--- src/rtl/opb_register_bank_simulink2ppc_if.sv ---
// OPB slave-side bus bundle for opb_register_bank_simulink2ppc.
// OPB numbers bit 0 as MSB; here vectors are [31:0], so OPB bit n is vector bit 31-n.
interface opb_register_bank_simulink2ppc_if;
    logic [31:0] OPB_ABus;
    logic [3:0]  OPB_BE;
    logic [31:0] OPB_DBus;
    logic        OPB_RNW;
    logic        OPB_select;
    logic        OPB_seqAddr;
    logic [31:0] Sl_DBus;
    logic        Sl_xferAck;
    logic        Sl_errAck;
    logic        Sl_retry;
    logic        Sl_toutSup;

    modport master (
        output OPB_ABus, OPB_BE, OPB_DBus, OPB_RNW, OPB_select, OPB_seqAddr,
        input  Sl_DBus, Sl_xferAck, Sl_errAck, Sl_retry, Sl_toutSup
    );

    modport slave (
        input  OPB_ABus, OPB_BE, OPB_DBus, OPB_RNW, OPB_select, OPB_seqAddr,
        output Sl_DBus, Sl_xferAck, Sl_errAck, Sl_retry, Sl_toutSup
    );
endinterface

--- src/rtl/opb_register_bank_simulink2ppc.sv ---
// Read-only OPB register bank exposing N_CH fabric words as one coherent snapshot.
// Optional `SNAP_TIMESTAMP_EN adds a cycle counter latched on each capture.
module opb_register_bank_simulink2ppc #(
    parameter logic [31:0] C_BASEADDR   = 32'h0100_4100,
    parameter logic [31:0] C_HIGHADDR   = 32'h0100_41FF,
    parameter int          C_OPB_AWIDTH = 32,
    parameter int          C_OPB_DWIDTH = 32,
    parameter              C_FAMILY     = "virtex5",
    parameter int          N_CH         = 4,
    parameter int          C_UWIDTH     = 32,
    parameter int          C_SIGNED     = 0
) (
    input  logic                       OPB_Clk,
    input  logic                       OPB_Rst,
    opb_register_bank_simulink2ppc_if.slave bus,
    input  logic [N_CH*C_UWIDTH-1:0]   user_data_in,
    input  logic                       user_valid
);

    typedef enum logic {S_IDLE, S_ACK} state_e;

    localparam logic [7:0]  N_CH_B = 8'(N_CH);
    localparam logic [31:0] TS_IDX = 32'(N_CH + 2);

    state_e      state_q, state_d;
    logic        xfer_ack_q, xfer_ack_d;
    logic [31:0] sl_dbus_q, sl_dbus_d;
    logic        auto_q, auto_d;
    logic        pending_q, pending_d;
    logic [31:0] snap_count_q, snap_count_d;
    logic [31:0] shadow_q [N_CH];
    logic [31:0] shadow_d [N_CH];

    logic        hit;
    logic [31:0] offset;
    logic [31:0] word_idx;
    logic        ctrl_wr;
    logic        snap_req;
    logic        capture;
    logic [31:0] rd_word;

    function automatic logic [31:0] extend(input logic [C_UWIDTH-1:0] v);
        logic [31:0] r;
        r = (C_SIGNED != 0 && v[C_UWIDTH-1]) ? '1 : '0;
        r[C_UWIDTH-1:0] = v;
        return r;
    endfunction

    assign hit      = bus.OPB_select && (bus.OPB_ABus >= C_BASEADDR) && (bus.OPB_ABus <= C_HIGHADDR);
    assign offset   = bus.OPB_ABus - C_BASEADDR;
    assign word_idx = {2'b00, offset[31:2]};

    // CTRL byte lane 3 (BE[3], vector bit 0) carries both the request and auto bits.
    assign ctrl_wr  = (state_q == S_IDLE) && hit && !bus.OPB_RNW && (word_idx == 32'd0) && bus.OPB_BE[0];
    assign snap_req = ctrl_wr && bus.OPB_DBus[0];
    assign capture  = user_valid && (auto_q || pending_q);

`ifdef SNAP_TIMESTAMP_EN
    logic [31:0] cycle_q, cycle_d;
    logic [31:0] stamp_q, stamp_d;

    always_comb begin
        cycle_d = cycle_q + 32'd1;
        stamp_d = capture ? cycle_q : stamp_q;
    end

    always_ff @(posedge OPB_Clk or negedge OPB_Rst) begin
        if (!OPB_Rst) begin
            cycle_q <= '0;
            stamp_q <= '0;
        end else begin
            cycle_q <= cycle_d;
            stamp_q <= stamp_d;
        end
    end
`endif

    // Read data is built from current (pre-capture) state, so a read that loads
    // on a capture edge returns the old snapshot and count.
    always_comb begin
        // NOTE: every variable written here gets a default first so no latch is inferred.
        rd_word = '0;
        if (word_idx == 32'd0) begin
            rd_word = {N_CH_B, 21'd0, pending_q, auto_q, 1'b0};
        end else if (word_idx == 32'd1) begin
            rd_word = snap_count_q;
        end
        for (int i = 0; i < N_CH; i++) begin
            if (word_idx == 32'(i + 2)) rd_word = shadow_q[i];
        end
`ifdef SNAP_TIMESTAMP_EN
        if (word_idx == TS_IDX) rd_word = stamp_q;
`else
        if (word_idx == TS_IDX) rd_word = '0;
`endif
    end

    always_comb begin
        auto_d       = ctrl_wr ? bus.OPB_DBus[1] : auto_q;
        snap_count_d = capture ? snap_count_q + 32'd1 : snap_count_q;
        if (auto_q || capture) pending_d = 1'b0;
        else                   pending_d = pending_q || snap_req;
        shadow_d = shadow_q;
        if (capture) begin
            for (int i = 0; i < N_CH; i++) begin
                shadow_d[i] = extend(user_data_in[i*C_UWIDTH +: C_UWIDTH]);
            end
        end
    end

    always_comb begin
        state_d    = state_q;
        xfer_ack_d = 1'b0;
        sl_dbus_d  = '0;
        case (state_q)
            S_IDLE: begin
                if (hit) begin
                    state_d    = S_ACK;
                    xfer_ack_d = 1'b1;
                    sl_dbus_d  = bus.OPB_RNW ? rd_word : 32'd0;
                end
            end
            S_ACK:   state_d = S_IDLE;
            default: state_d = S_IDLE;
        endcase
    end

    always_ff @(posedge OPB_Clk or negedge OPB_Rst) begin
        if (!OPB_Rst) begin
            state_q      <= S_IDLE;
            xfer_ack_q   <= 1'b0;
            sl_dbus_q    <= '0;
            auto_q       <= 1'b0;
            pending_q    <= 1'b0;
            snap_count_q <= '0;
            // NOTE: the shadow array is reset because software may read it before any capture.
            shadow_q     <= '{default: '0};
        end else begin
            // NOTE: non-blocking assignments keep every flop sampling pre-edge values.
            state_q      <= state_d;
            xfer_ack_q   <= xfer_ack_d;
            sl_dbus_q    <= sl_dbus_d;
            auto_q       <= auto_d;
            pending_q    <= pending_d;
            snap_count_q <= snap_count_d;
            shadow_q     <= shadow_d;
        end
    end

    assign bus.Sl_DBus    = sl_dbus_q;
    assign bus.Sl_xferAck = xfer_ack_q;
    assign bus.Sl_errAck  = 1'b0;
    assign bus.Sl_retry   = 1'b0;
    assign bus.Sl_toutSup = 1'b0;

    logic unused_ok;
    assign unused_ok = &{1'b0, bus.OPB_seqAddr, bus.OPB_BE[3:1], bus.OPB_DBus[31:2], offset[1:0]};

endmodule

--- src/flat_wrapper.sv ---
// flat-port wrapper written by rule: the top's interface ports become plain ports
module opb_register_bank_simulink2ppc_flat 
#(
    parameter logic [31:0] C_BASEADDR   = 32'h0100_4100,
    parameter logic [31:0] C_HIGHADDR   = 32'h0100_41FF,
    parameter int          C_OPB_AWIDTH = 32,
    parameter int          C_OPB_DWIDTH = 32,
    parameter              C_FAMILY     = "       ",
    parameter int          N_CH         = 4,
    parameter int          C_UWIDTH     = 32,
    parameter int          C_SIGNED     = 0
)
  (OPB_Clk, OPB_Rst, user_data_in, user_valid, bus_OPB_ABus, bus_OPB_BE, bus_OPB_DBus, bus_OPB_RNW, bus_OPB_select, bus_OPB_seqAddr, bus_Sl_DBus, bus_Sl_xferAck, bus_Sl_errAck, bus_Sl_retry, bus_Sl_toutSup);
  opb_register_bank_simulink2ppc_if bus_i ();
  input  logic OPB_Clk;
  input  logic OPB_Rst;
  input  logic [N_CH*C_UWIDTH-1:0] user_data_in;
  input  logic user_valid;
  input wire logic [$bits(bus_i.OPB_ABus)-1:0] bus_OPB_ABus;
  input wire logic [$bits(bus_i.OPB_BE)-1:0] bus_OPB_BE;
  input wire logic [$bits(bus_i.OPB_DBus)-1:0] bus_OPB_DBus;
  input wire logic [$bits(bus_i.OPB_RNW)-1:0] bus_OPB_RNW;
  input wire logic [$bits(bus_i.OPB_select)-1:0] bus_OPB_select;
  input wire logic [$bits(bus_i.OPB_seqAddr)-1:0] bus_OPB_seqAddr;
  output wire logic [$bits(bus_i.Sl_DBus)-1:0] bus_Sl_DBus;
  output wire logic [$bits(bus_i.Sl_xferAck)-1:0] bus_Sl_xferAck;
  output wire logic [$bits(bus_i.Sl_errAck)-1:0] bus_Sl_errAck;
  output wire logic [$bits(bus_i.Sl_retry)-1:0] bus_Sl_retry;
  output wire logic [$bits(bus_i.Sl_toutSup)-1:0] bus_Sl_toutSup;
  assign bus_i.OPB_ABus = bus_OPB_ABus;
  assign bus_i.OPB_BE = bus_OPB_BE;
  assign bus_i.OPB_DBus = bus_OPB_DBus;
  assign bus_i.OPB_RNW = bus_OPB_RNW;
  assign bus_i.OPB_select = bus_OPB_select;
  assign bus_i.OPB_seqAddr = bus_OPB_seqAddr;
  assign bus_Sl_DBus = bus_i.Sl_DBus;
  assign bus_Sl_xferAck = bus_i.Sl_xferAck;
  assign bus_Sl_errAck = bus_i.Sl_errAck;
  assign bus_Sl_retry = bus_i.Sl_retry;
  assign bus_Sl_toutSup = bus_i.Sl_toutSup;
  opb_register_bank_simulink2ppc #(.C_BASEADDR(C_BASEADDR), .C_HIGHADDR(C_HIGHADDR), .C_OPB_AWIDTH(C_OPB_AWIDTH), .C_OPB_DWIDTH(C_OPB_DWIDTH), .C_FAMILY(C_FAMILY), .N_CH(N_CH), .C_UWIDTH(C_UWIDTH), .C_SIGNED(C_SIGNED)) u_core (.OPB_Clk(OPB_Clk), .OPB_Rst(OPB_Rst), .bus(bus_i), .user_data_in(user_data_in), .user_valid(user_valid));
endmodule
--- config.mk ---
export PLATFORM = sky130hd
export DESIGN_NAME = opb_register_bank_simulink2ppc_flat
export DESIGN_NICKNAME = d
export VERILOG_FILES = /design/src/rtl/opb_register_bank_simulink2ppc_if.sv /design/src/rtl/opb_register_bank_simulink2ppc.sv /design/src/flat_wrapper.sv
export SDC_FILE = /design/constraint.sdc
export NUM_CORES = 1
export LEC_CHECK = 0
export CAP_MARGIN = 40
export CORE_ASPECT_RATIO = 0.7
export CORE_MARGIN = 3
export CORE_UTILIZATION = 40
export CTS_CLUSTER_SIZE = 30
export DETAILED_ROUTE_END_ITERATION = 12
export GPL_TIMING_DRIVEN = 0
export PLACE_DENSITY = 0.65
export REMOVE_ABC_BUFFERS = 1
export SLEW_MARGIN = 20
export SYNTH_ARGS = -nofsm -noshare
export SYNTH_HDL_FRONTEND = slang
export SYNTH_SLANG_ARGS = --single-unit
--- constraint.sdc ---
create_clock -name OPB_Clk -period 5.35 [get_ports OPB_Clk]
set_input_delay 0.8025 -clock OPB_Clk [delete_from_list [all_inputs] [get_ports OPB_Clk]]
set_output_delay 0.8025 -clock OPB_Clk [all_outputs]
set_load 0.02 [all_outputs]
# ---- Word level (Yosys, flattened, before mapping)
# Index checks and enable logic that the tools add are counted.
dict set report word_totals {
  elab_cells 48
  regBits 196
  input_bits 202
  output_inout_bits 36
}
dict set report op_classes {
  n_lt_le_gt_ge 2
  addsub 2
  reduce_logical 13
  mux 14
  bitwise 1
  n_eq_ne 6
}
# operator count
set op_table {}
lappend op_table {{$mux 32} 10}
lappend op_table {{$eq 30x3->1 const B} 3}
lappend op_table {{$eq 30x2->1 const B} 2}
lappend op_table {{$add 32x1->32 const B} 1}
lappend op_table {{$ge 32x25->1 const B} 1}
lappend op_table {{$le 32x25->1 const B} 1}
lappend op_table {{$logic_not 32->1} 1}
lappend op_table {{$sub 32x25->32 const B} 1}
lappend op_table {{$eq 30x1->1 const B} 1}
lappend op_table {{$logic_and 1x1->1} 8}
lappend op_table {{$logic_or 1x1->1} 3}
lappend op_table {{$mux 1} 3}
lappend op_table {{$pmux 1 s2} 1}
lappend op_table {{$logic_not 1->1} 1}
lappend op_table {{$not 1->1} 1}

# ---- Logic depth before layout (Yosys ltp)
# Gate-level depths: netlist (run 1).
dict set report depth {
  ltp_word 12
  ltp_mapped 8
  mapped_depth_nobuf 6
}

# ---- Least setup slack after synthesis (run 1)
# No wires, ideal clock.
dict set report synth_timing {
  kind {input to register}
  startpoint {in bus_OPB_ABus[18]}
  endpoint {reg u_core.sl_dbus_q[10], in the netlist u_core.bus.Sl_DBus[10]}
  required_time_ns 5.254
  arrival_ns 2.807
  stages 6
  slack_ns 2.448
  n_path_buf 2
  setup_ns 0.096
  path_cell_list {or4_4 -> or4_1 -> a311o_1 -> buf_4 -> buf_2 -> nor4_2}
}
dict set report synth_via {
  elab_chain_cells 12
  word_cells_on_any_way 22
  classes_between {add/sub (1); order compare (2); eq/ne (6); mux (10); reduce/logical (3)}
}
# element line_no
set synth_rtl {}
lappend synth_rtl {{start: declaration} flat_wrapper.sv:19} ;# input wire logic [$bits(bus_i.OPB_ABus)-1:0] bus_OPB_ABus;
lappend synth_rtl {{$sub 32x25->32} opb_register_bank_simulink2ppc.sv:50} ;# assign offset = bus.OPB_ABus - C_BASEADDR;
lappend synth_rtl {{$eq 30x1->1} opb_register_bank_simulink2ppc.sv:85} ;# end else if (word_idx == 32'd1) begin
lappend synth_rtl {{$mux 32} opb_register_bank_simulink2ppc.sv:85}
lappend synth_rtl {{$mux 32} opb_register_bank_simulink2ppc.sv:83} ;# if (word_idx == 32'd0) begin
lappend synth_rtl {{$mux 32 (4 in a row)} opb_register_bank_simulink2ppc.sv:89} ;# if (word_idx == 32'(i + 2)) rd_word = shadow_q[i];
lappend synth_rtl {{$mux 32} opb_register_bank_simulink2ppc.sv:94} ;# if (word_idx == TS_IDX) rd_word = '0;
lappend synth_rtl {{$mux 32} opb_register_bank_simulink2ppc.sv:120} ;# sl_dbus_d = bus.OPB_RNW ? rd_word : 32'd0;
lappend synth_rtl {{$mux 32 *} opb_register_bank_simulink2ppc.sv:117} ;# if (hit) begin
lappend synth_rtl {{$mux 32 *} opb_register_bank_simulink2ppc.sv:115} ;# case (state_q)
lappend synth_rtl {{named net u_core.sl_dbus_d[10]} opb_register_bank_simulink2ppc.sv:27} ;# logic [31:0] sl_dbus_q, sl_dbus_d;
lappend synth_rtl {{end signal: assignment} opb_register_bank_simulink2ppc.sv:142} ;# sl_dbus_q <= sl_dbus_d;
lappend synth_rtl {{end: declaration} opb_register_bank_simulink2ppc.sv:27}
# The timed path passes the listed nets; every way through them passes the cells marked *.
# A chain may end at the register's enable or synchronous reset.

# ---- Worst setup path after layout (run 1)
dict set report layout_timing {
  startpoint {in bus_OPB_ABus[18]}
  endpoint {reg u_core.sl_dbus_q[2], in the netlist u_core.bus.Sl_DBus[2]}
}
# The elaborated chain is that of the path after synthesis.

==> run_results.csv, run 1 <==
group,metric,value,unit
finish,final_cell_mix,"406 x nand2_1, 195 x clkdlybuf4s50_1, 195 x dfrtp_1, 32 x mux2_2, 29 x a21oi_1",
power,power_frac_seq,0.485,
timing,whs,256,ps
worst_hold_path,hp-class,"in -> async",
routing,first_pass_iters,6,
synthesis,ys_seq_elements,195,
routing,postRouteAntennaNets,0,
routing,wl_per_cell,17.6,microns
worst_setup_path,max_stage_delay,1000,ps
global_routing,grt_pass1_wl,38900,microns
worst_setup_path,endpoint_kind,"flop",
power,switchingPower,0.691,mW
timing,fin_crit,3460,ps
power,ir_drop,0.000211,V
floorplanning,die_w,184,microns
cts,clockBufferDepth,2,
place,io_buffers,198,
global_routing,grt_antenna_before_repair,0,
worst_setup_path,crit_slowest_cell,"or4_2",
finish,register_area,4880,sq um
timing,slew_violations,0,
finish,layout_commonest_cell,"nand2_1",
power,powerDensity,253,nW/um^2
worst_setup_path,cp-startpoint,"bus_OPB_ABus[18]",
cts,cts_tree,"done",
synthesis,yosysSeqAreaShare,0.549,
synthesis,synth_top_area_cell,"dfrtp_1",
finish,area_delta_synth_final,34.8,%
timing,fin_crit_sh,0.646,
cts,cts_resized,0,
synthesis,synthDominantCellAreaShare,0.549,
synthesis,ys.flop_type,"dfrtp_1",
global_routing,grt_max_degree,96,
place,dp_hpwl,17100,microns
timing,fmax,289,MHz
synthesis,synth_top_family_by_area,"simple AND/OR/NAND/NOR gates",
worst_setup_path,cp_num_cells,6,
synthesis,syn-cell-area,8890,sq um
cts,hold_buffers,0,
place,preCtsSetupSlack,1470,ps
job,cap_violations,0,
synthesis,avgSynthCellArea,9.45,sq um
timing,hold_viol_final,0,
global_routing,grt_pass1_vias,7087,
cts,cts_root_buffer,"clkbuf_16",
worst_setup_path,critical_path_class,"in -> reg",
floorplanning,num_rows,44,
worst_setup_path,worstPathRequired,5680,ps
timing,relSlewSlack,0.472,
synthesis,synthCells,941,
timing,finalSetupTns,0,ps
synthesis,yosys_warnings,0,
finish,layout.nets,1316,
power,power.share.switching,0.227,
finish,multi_input_area,3780,sq um
routing,dr_total_vias,7174,
floorplanning,die_area,24100,sq um
place,gp_congestion,0.782,
floorplanning,initial_core_util,0.419,
timing,worst_slack,1890,ps
routing,detail_route.vias_per_cell,5.12,
worst_setup_path,cp-endpoint,"u_core.bus.Sl_DBus[2]$_DFF_PN0_",
synthesis,synth_edf_count,0,
routing,drcViolationCount,0,
floorplanning,boundaryPins,238,
worst_setup_path,critPathArrivalTime,3780,ps
cts,clkSlewWorstSetupHoldPaths,70,ps
worst_setup_path,worst_r2r_path_depth,5,
global_routing,grtUsageTotal,0.207,
worst_setup_path,rr_endpoint,"u_core.bus.Sl_DBus[2]$_DFF_PN0_",
floorplanning,core_area,21300,sq um
timing,tightest_slew,790,ps
power,p_comb_frac,0.083,
worst_setup_path,critical_path.top_delay_family,"simple AND/OR/NAND/NOR gates",
timing,setup_viol,0,
floorplanning,die_h,131,microns
worst_setup_path,start_kind,"input pin",
synthesis,synth-compound-area-share,0.0775,
finish,design_area,12000,sq um
power,p_leak,5.73,nW
power,clkPwrFrac,0.433,
finish,fin_util,0.564,
synthesis,synth_fa_ha_area_frac,0.00141,
synthesis,synth_xor_area_frac,0.0305,
global_routing,gr-total-overflow,0,
synthesis,synthMuxAreaShare,0.0467,
timing,finClkSkew,12.4,ps
routing,routed_wirelength,24600,microns
worst_setup_path,path_buf_inv,2,
cts,cts_buffers,17,
synthesis,synthSimpleGateAreaFrac,0.262,
timing,rsz0062_at_grt,"no",
worst_setup_path,reg2reg_slack,2770,ps
routing,dr.first_iter.drc_count,549,
place,placed_area,11400,sq um
synthesis,yosysUniqueCellTypes,42,
finish,drive_gt1_frac,0.108,
worst_setup_path,cp_max_fo,18,
cts,clk_latency,430,ps
synthesis,synth_area_leaders,"dfrtp_1 55%, nand2_1 17%, mux2_2 4.1%",
cts,h-tree-depth,4,
synthesis,synthArstFlopShare,1.00,
cts,clock-sinks,195,
status,outcome,"completed",
power,power.internal,2.35,mW
finish,fillers,1900,
cts,postCtsSetupBuffers,0,
worst_setup_path,path_cells,"clkdlybuf4s50_1 > or4_4 > or4_1 > or4_2 > buf_12 > nor4_1",
worst_setup_path,rr_startpoint,"u_core.state_q$_DFF_PN0_",
finish,antennaDiodeCount,0,
[stage by stage]
step           total power, mW  std cells
6_report                  3.04       1402
5_1_grt                   3.14       1402
4_1_cts                   3.07       1402
3_5_place_dp              1.75       1370
3_3_place_gp              1.74       1353
2_1_floorplan             1.55        879
[synth_stat cells (6+ instances only)]
cell type    n
nand2_1    406
dfrtp_1    195
clkbuf_1    46
mux2_2      32
a21oi_1     29
o21a_1      29
a221oi_1    27
nor4_2      27
xnor2_1     19
nor2_1      15
nand3_1     12
xor2_1      12
buf_1        9
nor3_1       9
nor4_1       9
nand4_1      8
or4_1        7
and3_1       6
[state kept, by name, indices dropped and copies added, names as in the netlist]
signal               cells
u_core.auto_q            1
u_core.bus.Sl_DBus      32
u_core.pending_q         1
u_core.shadow_q        128
u_core.snap_count_q     32
u_core.state_q           1
[cell type report]
type | count | area share
clock buffer | 18 | 0.0358
clock inverter | 14 | 0.0136
inverter | 4 | 0.00125
multi-input combinational | 680 | 0.316
sequential | 195 | 0.407
tap | 276 | 0.0288
timing repair buffer | 215 | 0.198
[worst min-delay path by stage]
| stage | to | startpoint | slack (ps) |
|---|---|---|---|
| 3_5_place_dp | u_core.shadow_q[1]$_DFFE_PN0P_ | u_core.shadow_q[1]$_DFFE_PN0P_ | 460 |
| 6_report | u_core.shadow_q[81]$_DFFE_PN0P_ | OPB_Rst | 260 |
| 5_1_grt | u_core.shadow_q[81]$_DFFE_PN0P_ | OPB_Rst | 270 |
| 2_1_floorplan | u_core.shadow_q[1]$_DFFE_PN0P_ | u_core.shadow_q[1]$_DFFE_PN0P_ | 440 |
| 4_1_cts | u_core.shadow_q[81]$_DFFE_PN0P_ | OPB_Rst | 260 |
| 3_3_place_gp | u_core.shadow_q[70]$_DFFE_PN0P_ | u_core.shadow_q[70]$_DFFE_PN0P_ | 450 |
[layer usage]
layer  share of wire  global-route usage  wire length, microns  up-vias
li1                -                   -                     -     3491
met1            0.52               0.327                 12800     3460
met2            0.42               0.293                 10200      204
met3           0.055              0.0443                  1360       19
met4          0.0085              0.0453                   210        0
met5               0                   0                     0        -
[logic make-up (layout without fill, tap and decap cells)]
| group | after synthesis | in the layout |
|---|---|---|
| flops | 195 | 195 |
| compound gates | 97 | 97 |
| buf+inv | 68 | 251 |
| fa+ha+maj | 1 | 1 |
| mux | 35 | 35 |
| simple gates | 513 | 513 |
| other cells | 1 | 3 |
| xor+xnor | 31 | 31 |
[power by group through the flow]
| stage | registers, mW | logic [mW] | clock network [mW] |
|---|---|---|---|
| global route | 1.47 | 0.270 | 1.40 |
| CTS | 1.47 | 0.254 | 1.34 |
| floorplan | 1.50 | 0.0479 | 0 |
| finish | 1.47 | 0.251 | 1.32 |
| detailed placement | 1.50 | 0.252 | 0 |
| global placement | 1.50 | 0.237 | 0 |
No activity file was read; power rests on OpenSTA's default activity.
==> inputs of run 2 (changes only) <==
==> constraint.sdc (replaced) <==
create_clock -name OPB_Clk -period 3.3 [get_ports OPB_Clk]
set_input_delay 0.495 -clock OPB_Clk [delete_from_list [all_inputs] [get_ports OPB_Clk]]
set_output_delay 0.495 -clock OPB_Clk [all_outputs]
set_load 0.02 [all_outputs]
==> run 2 against run 1 <==
- sequential share of layout area barely moved
- hold slack improved by 220 ps
- power grew 62%
- core utilization is essentially flat
- clock-buffer cell count stayed put
- clock power up 61%
- clock skew increased by 0.84 ps
- critical path depth unchanged
- setup slack got worse by 1700 ps
- flip-flop and latch count is the same
- die area stayed put
- first-iteration DRC count shrank 0.55%
==> run_results.csv, run 2 (same netlist as run 1, synthesis figures left out) <==
group,metric,value,unit
cts,cts_root_buffer,"clkbuf_16",
routing,dr_total_vias,7148,
power,power.share.switching,0.227,
job,cap_violations,0,
worst_setup_path,worstPathRequired,3620,ps
floorplanning,die_area,24100,sq um
floorplanning,die_w,184,microns
worst_setup_path,max_stage_delay,1000,ps
finish,antennaDiodeCount,0,
timing,tightest_slew,791,ps
timing,finalSetupTns,0,ps
cts,cts_tree,"done",
global_routing,grt_antenna_before_repair,0,
worst_setup_path,cp-startpoint,"bus_OPB_ABus[18]",
routing,routed_wirelength,24700,microns
place,dp_hpwl,17100,microns
place,preCtsSetupSlack,-275,ps
routing,dr.first_iter.drc_count,546,
floorplanning,num_rows,44,
timing,setup_viol,0,
cts,clk_latency,430,ps
worst_setup_path,critPathArrivalTime,3470,ps
finish,drive_gt1_frac,0.108,
power,powerDensity,411,nW/um^2
cts,cts_buffers,17,
routing,wl_per_cell,17.6,microns
worst_setup_path,critical_path_class,"in -> reg",
power,power.internal,3.81,mW
power,p_leak,5.73,nW
finish,layout_commonest_cell,"nand2_1",
worst_setup_path,crit_slowest_cell,"or4_2",
global_routing,grt_pass1_wl,38900,microns
worst_setup_path,rr_startpoint,"u_core.state_q$_DFF_PN0_",
global_routing,gr-total-overflow,0,
worst_setup_path,endpoint_kind,"flop",
finish,layout.nets,1317,
routing,detail_route.vias_per_cell,5.09,
worst_hold_path,hp-class,"reg -> reg",
cts,postCtsSetupBuffers,0,
global_routing,grtUsageTotal,0.208,
worst_setup_path,cp_max_fo,18,
power,switchingPower,1.12,mW
status,outcome,"completed",
place,gp_congestion,0.782,
timing,hold_viol_final,0,
timing,slew_violations,0,
finish,largest_reg_flops,128,
timing,finClkSkew,13.3,ps
worst_setup_path,start_kind,"input pin",
floorplanning,boundaryPins,238,
cts,clock-sinks,195,
timing,relSlewSlack,0.472,
floorplanning,die_h,131,microns
timing,fin_crit,3150,ps
place,io_buffers,198,
finish,fin_util,0.565,
power,ir_drop,0.000344,V
worst_setup_path,path_cells,"clkdlybuf4s50_1 > or4_4 > or4_1 > or4_2 > buf_12 > nor4_1",
cts,h-tree-depth,4,
routing,postRouteAntennaNets,0,
floorplanning,initial_core_util,0.419,
power,power_frac_seq,0.485,
timing,fmax,317,MHz
worst_hold_path,hold_path_startpoint,"u_core.shadow_q[75]$_DFFE_PN0P_",
timing,worst_slack,150,ps
power,clkPwrFrac,0.432,
cts,cts_resized,0,
cts,clockBufferDepth,2,
finish,area_delta_synth_final,34.9,%
power,p_comb_frac,0.083,
routing,first_pass_iters,5,
global_routing,grt_pass1_vias,7099,
routing,drcViolationCount,0,
timing,rsz0062_at_grt,"no",
timing,fin_crit_sh,0.955,
cts,clkSlewWorstSetupHoldPaths,70,ps
finish,final_cell_mix,"406 x nand2_1, 195 x clkdlybuf4s50_1, 195 x dfrtp_1, 32 x mux2_2, 29 x a21oi_1",
global_routing,grt_max_degree,96,
floorplanning,core_area,21300,sq um
finish,regMostFlops,"u_core.shadow_q",
finish,fillers,1901,
## run 2: changes by cell type in the layout (fill, tap and decap cells not counted), sizes merged
cell	before	now
dlygate4sd3	0	1
## run 2: through the flow
step | area (sq um) | hold WS, ps | cells | power (mW)
after global routing | 12000 | 492 | 1403 | 5.09
final | 12000 | 472 | 1403 | 4.93
after floorplan | 8620 | 199 | 879 | 2.51
after CTS | 12000 | 475 | 1403 | 4.98
after global placement | 10900 | 453 | 1353 | 2.82
after detailed placement | 11400 | 425 | 1370 | 2.84
## run 2: cell type report
cell class	count	area, sq um	share of cell area
Sequential cell	195	4880	0.407
Timing Repair Buffer	216	2380	0.199
Multi-Input combinational cell	680	3780	0.315
Tap cell	276	345	0.0288
Clock buffer	18	429	0.0358
Inverter	4	15.0	0.00125
Clock inverter	14	163	0.0136
## run 2: final timing paths
| path | to | slack [ps] | cells past startpoint |
|---|---|---|---|
| max in group asynchronous | u_core.shadow_q[30]$_DFFE_PN0P_ | 1660 | 4 |
| setup reg to reg | u_core.bus.Sl_DBus[2]$_DFF_PN0_ | 720 | 5 |
| min in group asynchronous | u_core.shadow_q[81]$_DFFE_PN0P_ | 550 | 2 |
| hold / removal | u_core.shadow_q[75]$_DFFE_PN0P_ | 470 | 2 |
| setup / recovery | u_core.bus.Sl_DBus[2]$_DFF_PN0_ | 150 | 6 |
| hold reg to reg | u_core.shadow_q[75]$_DFFE_PN0P_ | 470 | 2 |
## run 2: routing by layer
layer,up-vias,track usage,share of wire
met2,206,0.293,0.42
met4,0,0.0453,0.0084
met3,12,0.0443,0.057
met5,-,0,0
met1,3438,0.327,0.52
li1,3492,-,-
## run 2: power by group through the flow
| stage | sequential (mW) | clock, mW | combinational, mW |
|---|---|---|---|
| after detailed placement | 2.43 | 0 | 0.409 |
| after global placement | 2.44 | 0 | 0.384 |
| final | 2.39 | 2.13 | 0.408 |
| after global routing | 2.39 | 2.27 | 0.439 |
| after CTS | 2.39 | 2.17 | 0.413 |
| after floorplan | 2.44 | 0 | 0.0776 |
## run 2: what timing repair did
item	4_1_cts	5_1_grt
endpoints found under the setup margin	0	0
endpoints found under the hold margin	49	0
hold buffers	1	0
## run 2: worst max-delay path, delay by kind of cell
kind | cells | cell delay, ps
and+or+nand+nor | 4 | 2280
buffers and inverters | 2 | 700
==> inputs of run 3 (changes only) <==
--- a/config.mk
+++ b/config.mk
@@ -12,7 +12,7 @@
 export CTS_CLUSTER_SIZE = 30
 export DETAILED_ROUTE_END_ITERATION = 12
 export GPL_TIMING_DRIVEN = 0
-export PLACE_DENSITY = 0.65
+export PLACE_DENSITY = 0.68
 export REMOVE_ABC_BUFFERS = 1
 export SLEW_MARGIN = 20
 export SYNTH_ARGS = -nofsm -noshare
==> run 3 against run 2 <==
- critical path type unchanged
- setup slack better by 25 ps
- largest power group unchanged
- sequential share of layout area is 0.072 points lower
- combinational power hardly changed
==> run_results.csv, run 3 (same netlist as run 1, synthesis figures left out) <==
group,metric,value,unit
status,outcome,"completed",
worst_hold_path,hp-class,"reg -> reg",
power,p_leak,5.75,nW
routing,detail_route.vias_per_cell,5.09,
routing,dr.first_iter.drc_count,335,
worst_setup_path,worst_r2r_path_depth,5,
timing,fin_crit_sh,0.947,
power,powerDensity,403,nW/um^2
cts,cts_buffers,17,
worst_setup_path,cp-endpoint,"u_core.bus.Sl_DBus[31]$_DFF_PN0_",
timing,rsz0062_at_grt,"no",
timing,whs,477,ps
cts,clkSlewWorstSetupHoldPaths,70,ps
cts,h-tree-depth,4,
timing,fin_crit,3120,ps
routing,routed_wirelength,24400,microns
finish,regMostFlops,"u_core.shadow_q",
timing,hold_viol_final,0,
finish,largest_reg_flops,128,
cts,cts_root_buffer,"clkbuf_16",
floorplanning,die_h,131,microns
job,cap_violations,0,
cts,cts_resized,0,
floorplanning,num_rows,44,
cts,clock-sinks,195,
global_routing,grt_pass1_wl,38900,microns
timing,tightest_slew,780,ps
worst_setup_path,rr_endpoint,"u_core.bus.Sl_DBus[31]$_DFF_PN0_",
timing,finalSetupTns,0,ps
power,p_total,4.84,mW
timing,relSlewSlack,0.479,
routing,postRouteAntennaNets,0,
timing,fmax,320,MHz
finish,area_delta_synth_final,35.1,%
worst_setup_path,cp-startpoint,"bus_OPB_ABus[18]",
global_routing,grt_max_degree,87,
floorplanning,boundaryPins,238,
routing,drcViolationCount,0,
cts,clk_latency,430,ps
floorplanning,core_area,21300,sq um
finish,antennaDiodeCount,0,
routing,dr_total_vias,7148,
finish,final_cell_mix,"406 x nand2_1, 195 x clkdlybuf4s50_1, 195 x dfrtp_1, 32 x mux2_2, 29 x a21oi_1",
global_routing,gr-total-overflow,0,
timing,finClkSkew,9.48,ps
worst_setup_path,worstPathRequired,3620,ps
global_routing,grt_pass1_vias,7228,
finish,layout.nets,1318,
floorplanning,die_w,184,microns
cts,hold_buffers,1,
finish,layout_commonest_cell,"nand2_1",
place,io_buffers,198,
global_routing,grtUsageTotal,0.207,
finish,multi_input_area,3780,sq um
floorplanning,initial_core_util,0.419,
worst_setup_path,reg2reg_slack,710,ps
routing,first_pass_iters,4,
cts,cts_tree,"done",
worst_setup_path,start_kind,"input pin",
worst_setup_path,rr_startpoint,"u_core.state_q$_DFF_PN0_",
worst_setup_path,cp_max_fo,21,
timing,setup_viol,0,
global_routing,grt_antenna_before_repair,0,
power,ir_drop,0.000351,V
worst_setup_path,endpoint_kind,"flop",
cts,postCtsSetupBuffers,0,
worst_setup_path,critPathArrivalTime,3440,ps
worst_setup_path,critical_path_class,"in -> reg",
place,dp_hpwl,16900,microns
cts,clockBufferDepth,2,
timing,slew_violations,0,
finish,register_area,4880,sq um
place,gp_congestion,0.785,
routing,wl_per_cell,17.4,microns
finish,drive_gt1_frac,0.109,
floorplanning,die_area,24100,sq um
finish,fillers,1875,
==> run 3: layer usage <==
layer	global-route usage	wire length (microns)	vias to the layer above
li1	-	-	3498
met1	0.316	12300	3431
met2	0.306	10600	198
met3	0.0385	1280	21
met4	0.0515	240	0
met5	0	0	-
==> run 3: layout make-up <==
class | count | area share
Clock inverter | 14 | 0.0120
Tap cell | 276 | 0.0287
Timing Repair Buffer | 217 | 0.202
Multi-Input combinational cell | 680 | 0.315
Clock buffer | 18 | 0.0357
Inverter | 4 | 0.00125
Sequential cell | 195 | 0.406
==> run 3: where the power goes <==
group | internal [mW] | total, mW | switching, mW
Combinational | 0.229 | 0.409 | 0.180
Sequential | 2.39 | 2.39 | 0.0000000114
Clock | 1.07 | 2.04 | 0.974
==> run 3: metrics by stage <==
| stage | std cells | util | cell area [sq um] | worst slack [ps] |
|---|---|---|---|---|
| CTS | 1404 | 0.566 | 12000 | 204 |
| global route | 1404 | 0.566 | 12000 | 118 |
| finish | 1404 | 0.566 | 12000 | 175 |
| floorplan | 879 | - | 8620 | -1670 |
| detailed placement | 1371 | 0.538 | 11400 | -251 |
| global placement | 1353 | 0.515 | 10900 | -6520 |
==> run 3: worst min path at each step <==
stage                                           startpoint                          endpoint  slack (ps)  cells after the start
after floorplan                                    OPB_Rst         u_core.auto_q$_DFFE_PN0P_         200                      0
after global placement     u_core.shadow_q[77]$_DFFE_PN0P_   u_core.shadow_q[77]$_DFFE_PN0P_         450                      2
after detailed placement                           OPB_Rst   u_core.shadow_q[81]$_DFFE_PN0P_         350                      1
after CTS                                          OPB_Rst   u_core.shadow_q[81]$_DFFE_PN0P_         480                      2
after global routing                               OPB_Rst  u_core.shadow_q[124]$_DFFE_PN0P_         500                      2
final                     u_core.shadow_q[108]$_DFFE_PN0P_  u_core.shadow_q[108]$_DFFE_PN0P_         480                      2
==> run 3: critical path, stage by stage <==
cell,delay (ps)
clkdlybuf4s50_1,400
or4_4,540
or4_1,440
or4_2,940
buf_12,280
nor4_1,330
